`config.mk`:
```
export PLATFORM = sky130hd
export DESIGN_NAME = spi_reg_seq
export DESIGN_NICKNAME = d
export VERILOG_FILES = /design/src/rtl/spi_reg_seq.sv
export SDC_FILE = /design/constraint.sdc
export NUM_CORES = 1
export LEC_CHECK = 0
export ABC_AREA = 1
export BUFFER_PORTS_ARGS = -buffer_cell sky130_fd_sc_hd__buf_2
export CORE_UTILIZATION = 52
export DETAILED_ROUTE_END_ITERATION = 10
export HOLD_SLACK_MARGIN = 0.08
export PLACE_DENSITY = 0.85
export SETUP_SLACK_MARGIN = 0.3
export SLEW_MARGIN = 10
export SYNTH_ARGS = -nofsm -noshare
export SYNTH_HDL_FRONTEND = slang
export SYNTH_SLANG_ARGS = --single-unit
```
`constraint.sdc`:
```
create_clock -name clk_in -period 4.35 [get_ports clk_in]
set_input_delay 0.2175 -clock clk_in [delete_from_list [all_inputs] [get_ports clk_in]]
set_output_delay 0.2175 -clock clk_in [all_outputs]
set_load 0.05 [all_outputs]
```
`src/rtl/spi_reg_seq.sv`:
```
// spi_reg_seq: single-register read/write sequencer driving an SPI master one datagram at a time
module spi_reg_seq #(
    parameter int SIZE       = 40,
    parameter int ADDR_SIZE  = 7,
    parameter int DATA_SIZE  = 32,
    parameter int CS_SIZE    = 1,
    parameter int GAP_CYCLES = 16,
    parameter int TIMEOUT    = 4096
) (
    input  logic                 clk_in,
    input  logic                 rst_n_in,
    input  logic                 req_in,
    input  logic                 write_in,
    input  logic [ADDR_SIZE-1:0] addr_in,
    input  logic [DATA_SIZE-1:0] wdata_in,
    input  logic [CS_SIZE-1:0]   cs_in,
    output logic                 busy_out,
    output logic                 done_out,
    output logic                 error_out,
    output logic [DATA_SIZE-1:0] rdata_out,
    output logic [7:0]           status_out,
    output logic [SIZE-1:0]      spi_data_out,
    output logic                 spi_send_enable_out,
    output logic [CS_SIZE-1:0]   spi_cs_select_out,
    input  logic [SIZE-1:0]      spi_data_in,
    input  logic                 spi_send_n_in
);
    typedef enum logic [2:0] {IDLE, START, FRAME, GAP, DONE} state_t;
    localparam int CW = $clog2((TIMEOUT > GAP_CYCLES ? TIMEOUT : GAP_CYCLES) + 1);

    state_t              state_q, state_d;
    logic [CW-1:0]       cnt_q, cnt_d;
    logic [SIZE-1:0]     data_q, data_d;
    logic [CS_SIZE-1:0]  cs_q, cs_d;
    logic                pass_q, pass_d;
    logic                err_q, err_d;
    logic [DATA_SIZE-1:0] rdata_q, rdata_d;
    logic [7:0]          status_q, status_d;
    logic [2:0]          sync_q;
    logic                fall, rise, tmo;

    assign fall = !sync_q[1] && sync_q[2];
    assign rise = sync_q[1] && !sync_q[2];
    assign tmo  = cnt_q == CW'(TIMEOUT - 1);

    assign busy_out            = state_q != IDLE && state_q != DONE;
    assign done_out            = state_q == DONE;
    assign error_out           = err_q;
    assign rdata_out           = rdata_q;
    assign status_out          = status_q;
    assign spi_data_out        = data_q;
    assign spi_cs_select_out   = cs_q;
    assign spi_send_enable_out = state_q == START || state_q == FRAME;

    // two-flop synchronizer on the master's chip-select plus one history flop for edge detection; idles high
    always_ff @(posedge clk_in or negedge rst_n_in) begin
        if (!rst_n_in) sync_q <= 3'b111;
        else sync_q <= {sync_q[1:0], spi_send_n_in};
    end

    // state and datapath registers
    always_ff @(posedge clk_in or negedge rst_n_in) begin
        if (!rst_n_in) begin
            state_q  <= IDLE;
            cnt_q    <= '0;
            data_q   <= '0;
            cs_q     <= '0;
            pass_q   <= 1'b0;
            err_q    <= 1'b0;
            rdata_q  <= '0;
            status_q <= '0;
        end else begin
            state_q  <= state_d;
            cnt_q    <= cnt_d;
            data_q   <= data_d;
            cs_q     <= cs_d;
            pass_q   <= pass_d;
            err_q    <= err_d;
            rdata_q  <= rdata_d;
            status_q <= status_d;
        end
    end

    // next-state: accept, frame start/end tracking with timeout, fixed gap, second pass for reads
    always_comb begin
        state_d  = state_q;
        cnt_d    = cnt_q + CW'(1);
        data_d   = data_q;
        cs_d     = cs_q;
        pass_d   = pass_q;
        err_d    = err_q;
        rdata_d  = rdata_q;
        status_d = status_q;
        case (state_q)
            IDLE: begin
                cnt_d = '0;
                if (req_in) begin
                    data_d  = {write_in, addr_in, write_in ? wdata_in : {DATA_SIZE{1'b0}}};
                    cs_d    = cs_in;
                    err_d   = 1'b0;
                    pass_d  = 1'b0;
                    state_d = START;
                end
            end
            START: begin
                if (fall) begin
                    state_d = FRAME;
                    cnt_d   = '0;
                end else if (tmo) begin
                    err_d   = 1'b1;
                    state_d = GAP;
                    cnt_d   = '0;
                end
            end
            FRAME: begin
                if (rise) begin
                    rdata_d  = spi_data_in[DATA_SIZE-1:0];
                    status_d = spi_data_in[SIZE-1 -: 8];
                    state_d  = GAP;
                    cnt_d    = '0;
                end else if (tmo) begin
                    err_d   = 1'b1;
                    state_d = GAP;
                    cnt_d   = '0;
                end
            end
            GAP: begin
                if (cnt_q == CW'(GAP_CYCLES - 1)) begin
                    cnt_d   = '0;
                    state_d = (!err_q && !data_q[SIZE-1] && !pass_q) ? START : DONE;
                    pass_d  = 1'b1;
                end
            end
            DONE: begin
                cnt_d   = '0;
                state_d = IDLE;
            end
            default: state_d = IDLE;
        endcase
    end
endmodule

```
==> metrics.log, run 1 <==
INFO  metric outcome = completed
INFO  metric routed_via_density = 5.056
INFO  metric final.period_utilization = 52.23%
INFO  metric syn-cell-area = 4199 µm²
INFO  metric detailedRoute.firstPassIterationCount = 4
INFO  metric grt_max_degree = 74
INFO  metric synth.area.top_cells = sky130_fd_sc_hd__dfrtp_1 (59%), sky130_fd_sc_hd__nand2_1 (22%), sky130_fd_sc_hd__o21ai_0 (4.1%)
INFO  metric finalMaxSlewViolations = 0
INFO  metric grt_use_total = 29.33%
INFO  metric critical_path_arrival = 2.55 ns
INFO  metric std_cell_rows = 32
INFO  metric flow.area_growth_from_synthesis = 37.57%
INFO  metric die_area = 8438 µm²
INFO  metric crit_type = reg2reg
INFO  metric hp-class = in2reg
INFO  metric drt_first_iter_violations = 211
INFO  metric setup-tns-final = 0 ns
INFO  metric final_area = 5777 µm²
INFO  metric vdd_ir_drop_max = 0.0004842 V
INFO  metric clk_path_buf_depth = 2
INFO  metric power.static_leakage = 3.205 nW
INFO  metric core = 7767 µm²
INFO  metric commonest_non_fill_non_tap_cell_in_the_layout = sky130_fd_sc_hd__nand2_1
INFO  metric first_global_vias = 4084
INFO  metric cts_root_buf = sky130_fd_sc_hd__clkbuf_8
INFO  metric fp.dieH = 91.86 µm
INFO  metric antenna_left = 0
INFO  metric mappedNetlistNets = 579
INFO  metric post_drt_wl_per_cell = 14.38 µm
INFO  metric post_cts.resized_instances = 0
INFO  metric hpwl_after_detailed_placement = 7.236 mm
INFO  metric end_kind = register
INFO  metric crit_path_start_kind = register
INFO  metric fmaxAchievable = 440.1 MHz
INFO  metric finalWeightedCongestion = 0.8941
INFO  metric most_frequent_cells_in_the_layout = sky130_fd_sc_hd__nand2_1 (249), sky130_fd_sc_hd__buf_2 (168), sky130_fd_sc_hd__dfrtp_1 (99)
INFO  metric layout-drive-gt1-share = 28.51%
INFO  metric antenna_found_initial = 0
INFO  metric setup_ws = 2.078 ns
INFO  metric clk_pin_slew = 0.09 ns
INFO  metric floorplan.die.width = 91.86 µm
INFO  metric seq_area_frac_synth = 60.88%
INFO  metric p_int = 2.163 mW
INFO  metric power_share_of_the_sequential_group = 33.1%
INFO  metric num-nets-final = 788
INFO  metric switching_power = 2.469 mW
INFO  metric tightestPinTransition = 1.092 ns
INFO  metric drc = 0
INFO  metric max-slew-margin-rel = 26.93%
INFO  metric final_hold_violation_count = 0
INFO  metric worst_ep_required_time = 4.63 ns
INFO  metric fin_worst_hold_slack = 0.08836 ns
INFO  metric global_route.overflow_total = 0
INFO  metric worst_skew_pair.late_latency = 0.36 ns
INFO  metric dr_total_vias = 4080
INFO  metric p_per_area = 801.7 nW/µm²
INFO  metric clock-sinks = 102
INFO  metric power_frac_clock = 13.7%
INFO  metric synth_top_cell_by_area = sky130_fd_sc_hd__dfrtp_1
INFO  metric cts_tree = built
INFO  metric number_of_distinct_library_cell_variants_in_the_gate_level_netlist_after_synthesis = 24
INFO  metric yosysWarningCount = 0
INFO  metric total_wirelength_of_the_detailed_routed_design = 11.60 mm
INFO  metric place_area = 5100 µm²
INFO  metric worst-path-max-fanout = 73
INFO  metric htree_num_levels = 3
INFO  metric synthesis.instances = 493
INFO  metric post_placement_worst_setup_slack = 2.192 ns
INFO  metric pin_count = 170
INFO  metric yosys.area.top_type_share = 59.00%
INFO  metric grt_first_pass_wirelength = 19.06 mm
INFO  metric syn-mean-instance-area = 8.517 µm²
INFO  metric finClkSkew = 0.01238 ns
INFO  metric ys_seq_elements = 102
INFO  metric place.port_buffers = 169
INFO  metric max_cap_viol_count = 0
INFO  metric cts_inserted_buffers = 9
INFO  metric initial_core_util = 54.06%
INFO  metric power.combinational.fraction = 53.3%
INFO  metric post-route-min-period = 2.272 ns
INFO  metric final-setup-viol-count = 0
INFO  metric switching_share = 53.31%
INFO  metric grt_setup_unrepaired = false
INFO  metric antenna-diode-count = 0
==> critical path: stages, from the launching register on <==
cell                      delay, ns
sky130_fd_sc_hd__dfrtp_1       0.42
sky130_fd_sc_hd__inv_2         0.11
sky130_fd_sc_hd__nand2_2       0.09
sky130_fd_sc_hd__nor2_2        0.15
sky130_fd_sc_hd__nand2_2       0.63
sky130_fd_sc_hd__inv_1         0.54
sky130_fd_sc_hd__nand2_1       0.14
sky130_fd_sc_hd__nand2_1       0.10
==> Yosys cell counts <==
cell type and instances:
sky130_fd_sc_hd__clkbuf_1 11, sky130_fd_sc_hd__inv_1 15, sky130_fd_sc_hd__nand3_2 1, sky130_fd_sc_hd__o21bai_1 1
sky130_fd_sc_hd__buf_6 1, sky130_fd_sc_hd__ha_1 1, sky130_fd_sc_hd__xor2_1 6, sky130_fd_sc_hd__o21ai_0 34
sky130_fd_sc_hd__nor3_1 2, sky130_fd_sc_hd__nand4_1 2, sky130_fd_sc_hd__a21oi_1 2, sky130_fd_sc_hd__nor2_2 3
sky130_fd_sc_hd__buf_2 9, sky130_fd_sc_hd__inv_2 3, sky130_fd_sc_hd__dfstp_2 3, sky130_fd_sc_hd__o21ai_2 1
sky130_fd_sc_hd__dfrtp_1 99, sky130_fd_sc_hd__or2_1 1, sky130_fd_sc_hd__nor2_1 30, sky130_fd_sc_hd__o21ai_1 2
sky130_fd_sc_hd__nand2_2 4, sky130_fd_sc_hd__nand2_1 249, sky130_fd_sc_hd__xnor2_1 3, sky130_fd_sc_hd__nand3_1 10
==> power by group through the flow <==
| stage | sequential (mW) | combinational, mW | clock, mW |
|---|---|---|---|
| 2_1_floorplan | 2.73 | 0.611 | 0 |
| 3_3_place_gp | 1.51 | 2.34 | 0 |
| 3_5_place_dp | 1.53 | 2.40 | 0 |
| 4_1_cts | 1.52 | 2.44 | 0.638 |
| 5_1_grt | 1.57 | 2.61 | 0.688 |
| 6_report | 1.53 | 2.47 | 0.632 |
==> area by class of cell <==
| cell class | instances | area (µm²) |
|---|---|---|
| Sequential cell | 102 | 2556 |
| Fill cell | 514 | 1991 |
| Multi-Input combinational cell | 352 | 1478 |
| Timing Repair Buffer | 219 | 1341 |
| Tap cell | 102 | 127.6 |
| Clock buffer | 9 | 123.9 |
| Clock inverter | 5 | 82.58 |
| Inverter | 18 | 67.56 |
==> sequential cells by signal (all words and copies together), names as in the netlist <==
| name | cells |
|---|---|
| sync_q | 3 |
| pass_q | 1 |
| cnt_q | 13 |
| spi_data_out | 40 |
| rdata_out | 32 |
| status_out | 8 |
| error_out | 1 |
| state_q | 3 |
| spi_cs_select_out | 1 |
==> stage by stage <==
stage / total power [mW] / cells / util (%)
floorplan: 3.343 / 493 / -
global placement: 3.851 / 746 / 65.66
detailed placement: 3.927 / 746 / 65.66
CTS: 4.595 / 807 / 74.37
global route: 4.870 / 807 / 74.37
finish: 4.631 / 807 / 74.37
==> worst paths after layout <==
check	from	end	slack [ns]	cells past startpoint
max in group asynchronous	rst_n_in	rdata_out[20]$_DFFE_PN0P_	2.82	3
min	spi_data_in[20]	rdata_out[20]$_DFFE_PN0P_	0.09	3
max	state_q[1]$_DFFE_PN0P_	spi_data_out[36]$_DFFE_PN0P_	2.08	7
max reg2reg	state_q[1]$_DFFE_PN0P_	spi_data_out[36]$_DFFE_PN0P_	2.08	7
min reg2reg	sync_q[0]$_DFF_PN1_	sync_q[1]$_DFF_PN1_	0.37	0
min in group asynchronous	rst_n_in	status_out[6]$_DFFE_PN0P_	0.52	2
==> logic make-up (layout without fill, tap and decap cells) <==
group	count (synthesis)	count (layout)	share of synthesized area [%]
and+or+nand+nor	302	302	28.10
DFF	102	102	60.88
AOI/OAI and AO/OA	40	40	4.917
buffers and inverters	39	251	3.933
xor gates and xnor gates	9	9	1.877
adders and majority gates	1	1	0.2979
==> timing repair <==
action	in CTS	in global routing
hold buffers	47	0
endpoints found under the hold margin	106	0
setup buffers	0	0
==> layer usage <==
metal / up-vias / routed length, µm / GRT usage, % / share of wire, %
met5: - / 0 / 0 / 0
met4: 0 / 403 / 12.24 / 3.5
met3: 38 / 652 / 7.214 / 5.6
met2: 171 / 6041 / 52.11 / 52
met1: 1941 / 4504 / 33.67 / 39
li1: 1930 / - / - / -
(Power assumes the default switching activity.)
==> run 2, diff against run 1 <==
--- a/config.mk
+++ b/config.mk
@@ -7,10 +7,10 @@
 export LEC_CHECK = 0
 export ABC_AREA = 1
 export BUFFER_PORTS_ARGS = -buffer_cell sky130_fd_sc_hd__buf_2
-export CORE_UTILIZATION = 52
+export CORE_UTILIZATION = 48
 export DETAILED_ROUTE_END_ITERATION = 10
 export HOLD_SLACK_MARGIN = 0.08
-export PLACE_DENSITY = 0.85
+export PLACE_DENSITY = 0.79
 export SETUP_SLACK_MARGIN = 0.3
 export SLEW_MARGIN = 10
 export SYNTH_ARGS = -nofsm -noshare
==> constraint.sdc (replaced) <==
create_clock -name clk_in -period 2.4 [get_ports clk_in]
set_input_delay 0.12 -clock clk_in [delete_from_list [all_inputs] [get_ports clk_in]]
set_output_delay 0.12 -clock clk_in [all_outputs]
set_load 0.05 [all_outputs]
==> run 2 against run 1 <==
Effect of this change: largest cell class unchanged; critical path depth is 3 lower; hold slack improved by 0.047 ns; clock power rose by 66%; utilization decreased by 0.68 points; clock skew decreased by 0.00050 ns; final cell count increased by 5.5%; die area rose by 8.2%; design area grew 6.4%; highest routed layer unchanged.
==> metrics.log, run 2 (synthesis results as in run 1) <==
INFO  metric outcome = completed
INFO  metric commonest_non_fill_non_tap_cell_in_the_layout = sky130_fd_sc_hd__nand2_1
INFO  metric antenna_left = 0 (unchanged)
INFO  metric post_drt_wl_per_cell = 13.69 µm (-4.7%)
INFO  metric floorplan.die.width = 95.53 µm (+4.0%)
INFO  metric clk_pin_slew = 0.09 ns (about the same)
INFO  metric routed_via_density = 4.847 (-4.1%)
INFO  metric grt_first_pass_wirelength = 18.23 mm (-4.3%)
INFO  metric final.fill_count = 586 (+14%)
INFO  metric finalWeightedCongestion = 0.8984 (+0.48%)
INFO  metric multi_input_area = 1478 µm² (unchanged)
INFO  metric worst_skew_pair.late_latency = 0.35 ns (about the same)
INFO  metric antenna-diode-count = 0 (unchanged)
INFO  metric total_wirelength_of_the_detailed_routed_design = 11.65 mm (+0.45%)
INFO  metric max_cap_viol_count = 0 (unchanged)
INFO  metric hp-class = in2reg
INFO  metric num-nets-final = 827 (+4.9%)
INFO  metric initial_core_util = 50.35% (-3.7 points)
INFO  metric tightestPinTransition = 0.6850 ns (-0.4072 ns)
INFO  metric drt_first_iter_violations = 209 (-0.95%)
INFO  metric worst_hold_path.endpoint = state_q[2]$_DFFE_PN0P_
INFO  metric max-slew-margin-rel = 54.33% (+27 points)
INFO  metric std_cell_rows = 33 (+3.1%)
INFO  metric final-seq-area = 2556 µm² (unchanged)
INFO  metric fp.dieH = 95.53 µm (+4.0%)
INFO  metric largest_register_ffs = 40 (unchanged)
INFO  metric flow.area_growth_from_synthesis = 46.36%
INFO  metric p_per_area = 1350 nW/µm² (+68%)
INFO  metric finalMaxSlewViolations = 0 (unchanged)
INFO  metric worst_hold_path.num_cells = 5 (+2)
INFO  metric power_frac_clock = 12.6% (-1.1 points)
INFO  metric switching_power = 4.428 mW (+79%)
INFO  metric worst_r2r_path_depth = 7 (unchanged)
INFO  metric final.period_utilization = 70.81%
INFO  metric finClkSkew = 0.01187 ns (-0.0005044 ns)
INFO  metric clk_path_buf_depth = 2 (unchanged)
INFO  metric grt_use_total = 26.25% (-3.1 points)
INFO  metric end_kind = output port
INFO  metric worst-r2r-setup-slack = 0.73 ns (-1.35 ns)
INFO  metric post_cts.resized_instances = 0 (unchanged)
INFO  metric worst_ep_required_time = 2.28 ns (-2.35 ns)
INFO  metric place.port_buffers = 169 (unchanged)
INFO  metric power.static_leakage = 3.357 nW (+4.7%)
INFO  metric fmaxAchievable = 588.4 MHz
INFO  metric die_area = 9126 µm² (+8.2%)
INFO  metric setup-tns-final = 0 ns (unchanged)
INFO  metric crit_type = reg2out
INFO  metric detailedRoute.firstPassIterationCount = 5 (+1)
INFO  metric grt_setup_unrepaired = false
INFO  metric grt_max_degree = 57 (-23%)
INFO  metric min-delay-start = req_in
INFO  metric layout-drive-gt1-share = 27.48% (-1.0 points)
INFO  metric cts_root_buf = sky130_fd_sc_hd__clkbuf_8
INFO  metric cts_inserted_buffers = 9 (unchanged)
INFO  metric clock-sinks = 102 (unchanged)
INFO  metric switching_share = 53.35% (about the same)
INFO  metric vdd_ir_drop_max = 0.0007793 V (+61%)
INFO  metric dr_total_vias = 4125 (+1.1%)
INFO  metric crit_path_start_kind = register
INFO  metric critical_path.reg2reg.endpoint = rdata_out[4]$_DFFE_PN0P_
INFO  metric cts.repair_timing.setup_buffer_count = 0 (unchanged)
INFO  metric place_area = 5134 µm² (+0.66%)
INFO  metric worstReg2RegStart = sync_q[1]$_DFF_PN1_
INFO  metric worst-path-max-fanout = 7 (-90%)
INFO  metric global_route.overflow_total = 0 (unchanged)
INFO  metric final_area = 6146 µm² (+6.4%)
INFO  metric antenna_found_initial = 0 (unchanged)
INFO  metric final_hold_violation_count = 0 (unchanged)
INFO  metric hpwl_after_detailed_placement = 7.085 mm (-2.1%)
INFO  metric final-setup-viol-count = 0 (unchanged)
INFO  metric power_share_of_the_sequential_group = 33.2% (about the same)
INFO  metric core = 8341 µm² (+7.4%)
INFO  metric p_int = 3.872 mW (+79%)
INFO  metric pin_count = 170 (unchanged)
INFO  metric power.combinational.fraction = 54.2% (+0.9 points)
INFO  metric htree_num_levels = 3 (unchanged)
INFO  metric first_global_vias = 4081 (-0.073%)
INFO  metric drc = 0 (unchanged)
INFO  metric critical_path_arrival = 1.58 ns (-0.97 ns)
INFO  metric post-route-min-period = 1.700 ns
INFO  metric most_frequent_cells_in_the_layout = sky130_fd_sc_hd__nand2_1 (249), sky130_fd_sc_hd__buf_2 (168), sky130_fd_sc_hd__dfrtp_1 (99)
INFO  metric cts_tree = built
[run 2: through the flow]
stage | setup WS [ns] | hold slack, ns | total power, mW | instances | utilization (%)
6_report | 0.7004 | 0.1358 | 8.299 | 851 | 73.69
5_1_grt | 0.5819 | 0.1878 | 8.764 | 851 | 73.69
4_1_cts | 0.7067 | 0.1212 | 8.267 | 851 | 73.69
3_5_place_dp | 0.7648 | 0.2164 | 7.112 | 753 | 61.55
3_3_place_gp | 0.8352 | 0.2068 | 7.000 | 753 | 61.55
2_1_floorplan | 0.8806 | -0.1756 | 6.059 | 493 | -
[run 2: worst max-delay path, cell delays in order, from the launching register on]
cell                      delay, ns
sky130_fd_sc_hd__dfrtp_1       0.47
sky130_fd_sc_hd__nor2_1        0.20
sky130_fd_sc_hd__nand2_1       0.10
sky130_fd_sc_hd__nand2_1       0.15
sky130_fd_sc_hd__buf_2         0.30
[run 2: worst max path at each step]
stage          cells past startpoint  slack (ns)                   start                        end
3_5_place_dp                       7        0.76     sync_q[1]$_DFF_PN1_   rdata_out[1]$_DFFE_PN0P_
4_1_cts                            4        0.71  state_q[2]$_DFFE_PN0P_        spi_send_enable_out
6_report                           4        0.70  state_q[2]$_DFFE_PN0P_        spi_send_enable_out
2_1_floorplan                      3        0.88  state_q[1]$_DFFE_PN0P_                   done_out
5_1_grt                            7        0.58     sync_q[1]$_DFF_PN1_   rdata_out[5]$_DFFE_PN0P_
3_3_place_gp                       7        0.84     sync_q[1]$_DFF_PN1_  rdata_out[12]$_DFFE_PN0P_
[run 2: routing by layer]
| metal | vias to the layer above | part of all wire (%) | track usage (%) |
|---|---|---|---|
| met4 | 0 | 3.4 | 12.44 |
| met3 | 37 | 6.2 | 5.104 |
| met1 | 1921 | 39 | 30.85 |
| li1 | 2011 | - | - |
| met2 | 156 | 52 | 46.07 |
| met5 | - | 0 | 0 |
[run 2: what timing repair did]
action,4_1_cts,5_1_grt
endpoints found under the hold margin,131,0
hold buffers,82,0
endpoints found under the setup margin,0,0
[run 2: power groups by stage]
stage	logic, mW	registers (mW)	clock network [mW]
after CTS	4.46	2.74	1.07
after global placement	4.26	2.74	0
after floorplan	1.11	4.95	0
after detailed placement	4.35	2.76	0
after global routing	4.79	2.83	1.14
final	4.50	2.76	1.05
[run 2: area by class of cell]
type | instances | share of cell area [%]
multi-input combinational | 352 | 24.04
tap | 105 | 2.138
timing repair buffer | 258 | 28.01
clock inverter | 5 | 0.9772
clock buffer | 11 | 2.138
inverter | 18 | 1.099
sequential | 102 | 41.59
